`config.mk`:
```
export PLATFORM = sky130hd
export DESIGN_NAME = byte_serial_add32
export DESIGN_NICKNAME = d
export VERILOG_FILES = /design/src/rtl/byte_serial_add32_pkg.sv /design/src/rtl/byte_serial_add32_adder_8.sv /design/src/rtl/byte_serial_add32.sv
export SDC_FILE = /design/constraint.sdc
export NUM_CORES = 1
export LEC_CHECK = 0
export BUFFER_PORTS_ARGS = -buffer_cell sky130_fd_sc_hd__clkbuf_2
export CORE_MARGIN = 2
export CORE_UTILIZATION = 55
export CTS_CLUSTER_SIZE = 25
export DETAILED_ROUTE_END_ITERATION = 8
export PLACE_DENSITY = 0.83
export SKIP_CTS_REPAIR_TIMING = 1
export SLEW_MARGIN = 15
export SYNTH_ARGS = -nofsm -noshare
export SYNTH_HDL_FRONTEND = slang
export SYNTH_SLANG_ARGS = --single-unit
```
`constraint.sdc`:
```
create_clock -name clk -period 10.25 [get_ports clk]
set_clock_uncertainty 0.2 [all_clocks]
set_input_delay 0.5125 -clock clk [delete_from_list [all_inputs] [get_ports clk]]
set_output_delay 0.5125 -clock clk [all_outputs]
set_load 0.02 [all_outputs]
```
`src/rtl/byte_serial_add32_pkg.sv`:
```
// Shared constants for the byte-serial 32-bit adder: FSM encoding, widths,
// and the carry-lookahead carry equation used by the 8-bit slice.
package byte_serial_add32_pkg;

    localparam int WIDTH  = 32;
    localparam int SLICE  = 8;
    localparam int NBYTES = WIDTH / SLICE;

    localparam logic [1:0] IDLE = 2'd0;
    localparam logic [1:0] RUN  = 2'd1;
    localparam logic [1:0] DONE = 2'd2;

    // Carry into bit n as a flat sum of products: every generate term j<n
    // propagated through bits j+1..n-1, plus c0 propagated through 0..n-1.
    function automatic logic cla_carry(input logic [SLICE-1:0] g,
                                       input logic [SLICE-1:0] p,
                                       input logic             c0,
                                       input int               n);
        logic res;
        logic term;
        res = 1'b0;
        for (int j = 0; j < n; j++) begin
            term = g[j];
            for (int k = j + 1; k < n; k++) begin
                term = term & p[k];
            end
            res = res | term;
        end
        term = c0;
        for (int k = 0; k < n; k++) begin
            term = term & p[k];
        end
        return res | term;
    endfunction

endpackage

```
`src/rtl/byte_serial_add32_adder_8.sv`:
```
// 8-bit carry-lookahead adder slice; every carry is formed directly from the
// generate/propagate terms rather than rippling bit to bit.
module adder_8
    import byte_serial_add32_pkg::*;
(
    input  logic [SLICE-1:0] a_i,
    input  logic [SLICE-1:0] b_i,
    input  logic             c_i,
    output logic [SLICE-1:0] s_o,
    output logic             c_o
);

    logic [SLICE-1:0] g;
    logic [SLICE-1:0] p;
    logic [SLICE:0]   c;

    assign g    = a_i & b_i;
    assign p    = a_i ^ b_i;
    assign c[0] = c_i;

    generate
        for (genvar gi = 0; gi < SLICE; gi++) begin : g_carry
            assign c[gi+1] = cla_carry(g, p, c_i, gi + 1);
        end
    endgenerate

    assign s_o = p ^ c[SLICE-1:0];
    assign c_o = c[SLICE];

endmodule

```
`src/rtl/byte_serial_add32.sv`:
```
// 32-bit add/subtract computed one byte per cycle through a single 8-bit
// lookahead slice; result and flags appear together at the end of RUN.
module byte_serial_add32
    import byte_serial_add32_pkg::*;
(
    input  logic             clk,
    input  logic             rst,
    input  logic             start,
    input  logic [WIDTH-1:0] a,
    input  logic [WIDTH-1:0] b,
    input  logic             cin,
    input  logic             sub,
    output logic [WIDTH-1:0] s,
    output logic             cout,
    output logic             ovf,
    output logic             zero,
    output logic             busy,
    output logic             done
);

    logic [1:0]       state_q, state_d;
    logic [1:0]       idx_q;
    logic             carry_q;
    logic [WIDTH-1:0] a_q;
    logic [WIDTH-1:0] b_q;
    logic [WIDTH-1:0] part_q;
    logic [WIDTH-1:0] s_q;
    logic             cout_q, ovf_q, zero_q;

    logic             capture;
    logic             step;
    logic [SLICE-1:0] a_byte, b_byte, sum_byte;
    logic             slice_co;
    logic [WIDTH-1:0] res_d;
    logic [4:0]       bit_base;

    // State register
    always_ff @(posedge clk) begin
        if (rst) begin
            state_q <= IDLE;
        end else begin
            state_q <= state_d;
        end
    end

    // Next-state logic
    always_comb begin
        state_d = state_q;
        case (state_q)
            IDLE:    if (start) state_d = RUN;
            RUN:     if (idx_q == 2'd3) state_d = DONE;
            DONE:    state_d = start ? RUN : IDLE;
            default: state_d = IDLE;
        endcase
    end

    // Output / control decode
    always_comb begin
        busy    = 1'b0;
        done    = 1'b0;
        capture = 1'b0;
        step    = 1'b0;
        case (state_q)
            IDLE:    capture = start;
            RUN: begin
                busy = 1'b1;
                step = 1'b1;
            end
            DONE: begin
                done    = 1'b1;
                capture = start;
            end
            default: ;
        endcase
    end

    assign bit_base = {idx_q, 3'b000};
    assign a_byte   = a_q[bit_base +: SLICE];
    assign b_byte   = b_q[bit_base +: SLICE];

    adder_8 u_adder_8 (
        .a_i (a_byte),
        .b_i (b_byte),
        .c_i (carry_q),
        .s_o (sum_byte),
        .c_o (slice_co)
    );

    assign res_d = {sum_byte, part_q[WIDTH-SLICE-1:0]};

    // Datapath: operand capture, per-byte accumulation, final result load.
    // b is stored already inverted for subtraction so the slice only adds.
    always_ff @(posedge clk) begin
        if (rst) begin
            idx_q   <= 2'd0;
            carry_q <= 1'b0;
            a_q     <= '0;
            b_q     <= '0;
            part_q  <= '0;
            s_q     <= '0;
            cout_q  <= 1'b0;
            ovf_q   <= 1'b0;
            zero_q  <= 1'b0;
        end else if (capture) begin
            a_q     <= a;
            b_q     <= sub ? ~b : b;
            carry_q <= sub ? 1'b1 : cin;
            idx_q   <= 2'd0;
        end else if (step) begin
            part_q[bit_base +: SLICE] <= sum_byte;
            carry_q <= slice_co;
            idx_q   <= idx_q + 2'd1;
            if (idx_q == 2'd3) begin
                s_q    <= res_d;
                cout_q <= slice_co;
                ovf_q  <= (a_q[WIDTH-1] == b_q[WIDTH-1]) && (res_d[WIDTH-1] != a_q[WIDTH-1]);
                zero_q <= (res_d == '0);
            end
        end
    end

    assign s    = s_q;
    assign cout = cout_q;
    assign ovf  = ovf_q;
    assign zero = zero_q;

endmodule

```
After elaboration in Yosys (flattened, before gate mapping)
Cells that the tools add are included.
{ "classes": {"n_addsub": 2, "eq_ne": 7, "shifts": 4, "n_mux": 12, "bitwise": 77, "reduce_logical": 9} }
{ "ops": {"columns": ["operator", "count"], "rows": [
  ["$shiftx A32 B6 Y8", 2],
  ["$and A1 B1 Y1", 36],
  ["$or A1 B1 Y1", 36],
  ["$bwmux W32", 1],
  ["$logic_not A32 Y1", 1],
  ["$mux W32", 1],
  ["$not A32 Y32", 1],
  ["$shift A8 B7 Y32 const A", 1],
  ["$shiftx A8 B7 Y32", 1],
  ["$xor A8 B8 Y8", 2],
  ["$and A8 B8 Y8", 1],
  ["$mux W1", 7],
  ["$neg A5 Y7", 1],
  ["$pmux W2 S3", 1],
  ["$eq A2 B2 Y1 const B", 2],
  ["$mux W2", 2],
  ["$ne A2 B2 Y1 const B", 2],
  ["$reduce_and A2 Y1", 2],
  ["$reduce_or A2 Y1", 2],
  ["$reduce_and A3 Y1", 1],
  ["$add A2 B1 Y2 const B", 1],
  ["$eq A2 B1 Y1 const B", 1],
  ["$logic_not A2 Y1", 1],
  ["$reduce_bool A2 Y1", 1],
  ["4 further kinds", 4]
]} }
{ "totals": {"reg_bits": 136, "inputBits": 69, "output_inout_bits": 37} }

Depth between registers and ports, before layout
{ "logic_depth": {"word_depth": 19, "mapped_depth": 11, "ltp_nobuf": 9} }

Hierarchy
From an unflattened synthesis, not the netlist that was laid out.
{ "hier_totals": {"hier_cells": 649, "area_unflattened_um2": 5723.0} }
{ "by_module_without_submodules": {"columns": ["module", "instances", "cells_each", "area_each_um2", "seq_area_each_um2"], "rows": [
  ["byte_serial_add32", 1, 607, 5390.2, 2562.5],
  ["adder_8", 1, 42, 332.8, 0.0]
]} }

Least setup slack after synthesis
No wires, ideal clock.
{ "synth_timing": {"kind": "register -> register", "start": "register idx_q[0]", "end": "register zero_q, in the netlist zero", "setup_time_ps": 84, "arrival_ps": 3421, "t_required_ps": 9966, "setup_slack_ps": 6545, "stages_incl_launch_ff": 11, "n_path_buf": 1, "path_cell_list": "dfxtp_1 clkbuf_1 mux4_2 ha_1 ha_1 o21a_1 o22a_2 a211oi_2 a311oi_1 or4_1 o31ai_2"} }
{ "synth_via": {"elab_chain_cells": 17, "elab_cells_between_ends": 64, "cone_classes": "eq/ne: 1; shift: 2; bitwise: 59; reduce/logical: 2"} }
{ "synth_lines": {"columns": ["element", "line", "source"], "rows": [
  ["start: declaration", "byte_serial_add32.sv:22", "logic [1:0] idx_q;"],
  ["start signal: assignment", "byte_serial_add32.sv:112", "idx_q <= idx_q + 2'd1;"],
  ["$shiftx A32 B6 Y8 (on tied branches)", "byte_serial_add32.sv:78, byte_serial_add32.sv:79", null],
  ["$and A8 B8 Y8 / $xor A8 B8 Y8 (equally long branches)", "byte_serial_add32_adder_8.sv:17, byte_serial_add32_adder_8.sv:18", null],
  ["$and A1 B1 Y1 (6 in a row)", "byte_serial_add32_pkg.sv:25", "term = term & p[k];"],
  ["$or A1 B1 Y1 (6 in a row)", "byte_serial_add32_pkg.sv:27", "res = res | term;"],
  ["$or A1 B1 Y1", "byte_serial_add32_pkg.sv:33", "return res | term;"],
  ["$xor A8 B8 Y8", "byte_serial_add32_adder_8.sv:27", "assign s_o = p ^ c[SLICE-1:0];"],
  ["$logic_not A32 Y1", "byte_serial_add32.sv:117", "zero_q <= (res_d == '0);"],
  ["end signal: assignment", "byte_serial_add32.sv:117", null],
  ["end: declaration", "byte_serial_add32.sv:28", "logic cout_q, ovf_q, zero_q;"]
]} }
Parallel ways exist; a longest one is shown, timed or not.
A chain may end at the register's enable or synchronous reset.

Worst setup path in the final report
Same ends and word-level chain as after synthesis.

==> metrics <==
outcome completed; GR Overflow Total 0; Cell variety after synth 36; clock root buffer clkbuf_8; first-pass GRT wire length ~22000 µm; initial core utilization a little under three fifths; Yosys reg bits between 100 and 150; relative slew slack approximately 35%; final HPWL from detailed placement between 8000 and 9000 µm; crit share post-route a little under two fifths; leakage about 0.0026 µW; hold_ws 0.00884 ns; Layout Nets a little under 800; crit path kind reg -> reg; cell area power density between 150 and 200 nW/µm²; ANT cells 0; final setup fails 0; critical path startpoint category register; GRT Total Usage 25.1%; Pre-antenna DRT Iters 5; DRC errors left 0; Core ar. approximately 9700 µm²; Via density 5.59; final wirelength 12800 µm; Final WS setup about 6.4 ns; Std-Cell Rows 36; fraction of layout cells with a size suffix above 1 about a quarter; vias post-DR roughly 4.7k; fmax 259 MHz; Tmin final just under 4 ns; hold violation count in the final report 0; Syn Std Cell Area 5470 µm²; Tot Pwr approximately 1300 µW; largest net degree at the start of global routing 99; Max Slew Vio Count 0; Worst VDD drop around 0.084 mV; maximum buffer depth of the clock tree 2; most frequent cells in the layout 128 x nand2_1, 128 x dfxtp_1, 104 x clkbuf_2; Placer Congestion between 0.9 and 1; WL/cell 15.3 µm; RSZ-0062 raised after global routing false; data required time of the worst path 10.49 ns; Setup TNS Final 0 ns; Num CTS Buffers 17; CTS tree yes; Iteration-0 DRC Markers 327; die extent in y about 100 µm; Worst Hold Class in -> reg; total of max-cap violations 0; syn_area_per_cell approximately 9 µm²; area growth from synthesis to layout 20.7%; multi-input combinational cell area 2740 µm²; H-tree depth 4; Least-Margin Pin Slew 0.969 ns; fill count approximately 770; vias in the first global route 4528; Worst setup EP type register; dpl ws 6.41 ns; sequential element share of the synthesized area between 40% and 50%; # IOs roughly 110; ANT nets after route 0; storage element area about 2600 µm²; clk slew on worst S/H paths approximately 0.060 ns; clock latency on the worst-skew pair about 0.53 ns; Core Util, Final roughly two thirds; CP max FO 19; die area around 11000 µm²; synth warn 0; I/O Buffers between 100 and 150; die width 104 µm; synthesized net count between 600 and 700; Arr. time, crit path slightly above 4 ns; antenna violations before repair 0; clk sinks around 130; Mapped Cells slightly above 600
-- per-stage QoR --
stage / std cells / area (µm²)
after CTS: 838 / 6590
final: 838 / 6600
after global routing: 838 / 6600
after floorplan: 610 / 5470
after global placement: 806 / 6020
after detailed placement: 806 / 6020
-- routing by layer --
layer	track usage, %	vias up	wire length, µm
met5	0	-	0
met4	10.3	0	259
met3	6.48	26	859
met2	40.5	194	6070
met1	32.1	2191	5610
li1	-	2277	-
-- worst max-delay path, cell delays in order, from the launching register on --
cell and delay (ns):
dfxtp_1 0.45, buf_4 0.37, mux4_2 0.59, fa_1 0.42, xor2_1 0.23, nor4_1 0.27
nand3_1 0.12, or4b_1 0.51, or4_1 0.43, o31ai_2 0.20
-- flip-flops by register name, summed over array words and instances, names as in the netlist, 2 cells and up --
name,count
a_q,32
b_q,32
s,32
part_q,24
idx_q,2
state_q,2
-- final cells by class --
class	instances	share of cell area [%]
Tap cell	133	2.52
Sequential cell	128	38.8
Inverter	2	0.114
Timing Repair Buffer	108	8.34
Clock inverter	15	2.41
Multi-Input combinational cell	435	41.5
Clock buffer	17	6.28
-- report_power, final --
group          internal, µW  switching (µW)  leakage [µW]  total (µW)
clock                   348             229      0.000276         578
combinational          58.8            82.2       0.00128         141
sequential              520            16.2       0.00104         537
-- synth_stat cells (all sizes together) --
cell type  number  area share [%]
nor4            7            0.80
nor2b           4            0.46
o31ai           1            0.23
clkbuf         39             2.7
or3             1            0.11
or4             1            0.14
and2            2            0.23
nand3           2            0.18
o21ai           3            0.27
fa              1            0.37
nor4b           3            0.82
o22a            1            0.18
a21oi          63             5.8
xnor2          36             5.8
a31oi           1            0.11
a211oi         35             4.9
nand2b          3            0.34
or4b            1            0.18
o211a           1            0.18
nand2         129             8.9
o21a            2            0.27
xor2            3            0.48
mux4           16             6.6
and3            1            0.11
inv             2            0.14
nor2           69             4.7
nand3b          1            0.14
a22oi          24             3.3
nor3            7            0.64
buf             6            0.46
nand4           1            0.11
ha             14             3.2
a311oi          2            0.32
dfxtp         128              47
-- cells by family after synthesis --
group / Yosys count / synth area share [%]
compound gates: 133 / 15.5
mux: 16 / 6.59
flops: 128 / 46.9
fa+ha+maj: 15 / 3.57
buf+inv: 47 / 3.27
simple gates: 232 / 17.9
xor+xnor: 39 / 6.25
-- worst paths after layout --
kind	start	end	slack, ns	cells past startpoint
setup reg to reg	idx_q[0]$_SDFFE_PP0P_	zero$_SDFFE_PP0P_	6.38	9
hold reg to reg	s[12]$_SDFFE_PP0P_	s[12]$_SDFFE_PP0P_	0.26	2
setup / recovery	idx_q[0]$_SDFFE_PP0P_	zero$_SDFFE_PP0P_	6.38	9
hold / removal	a[28]	a_q[28]$_SDFFE_PP0P_	0.009	3
(Power assumes the default switching activity.)
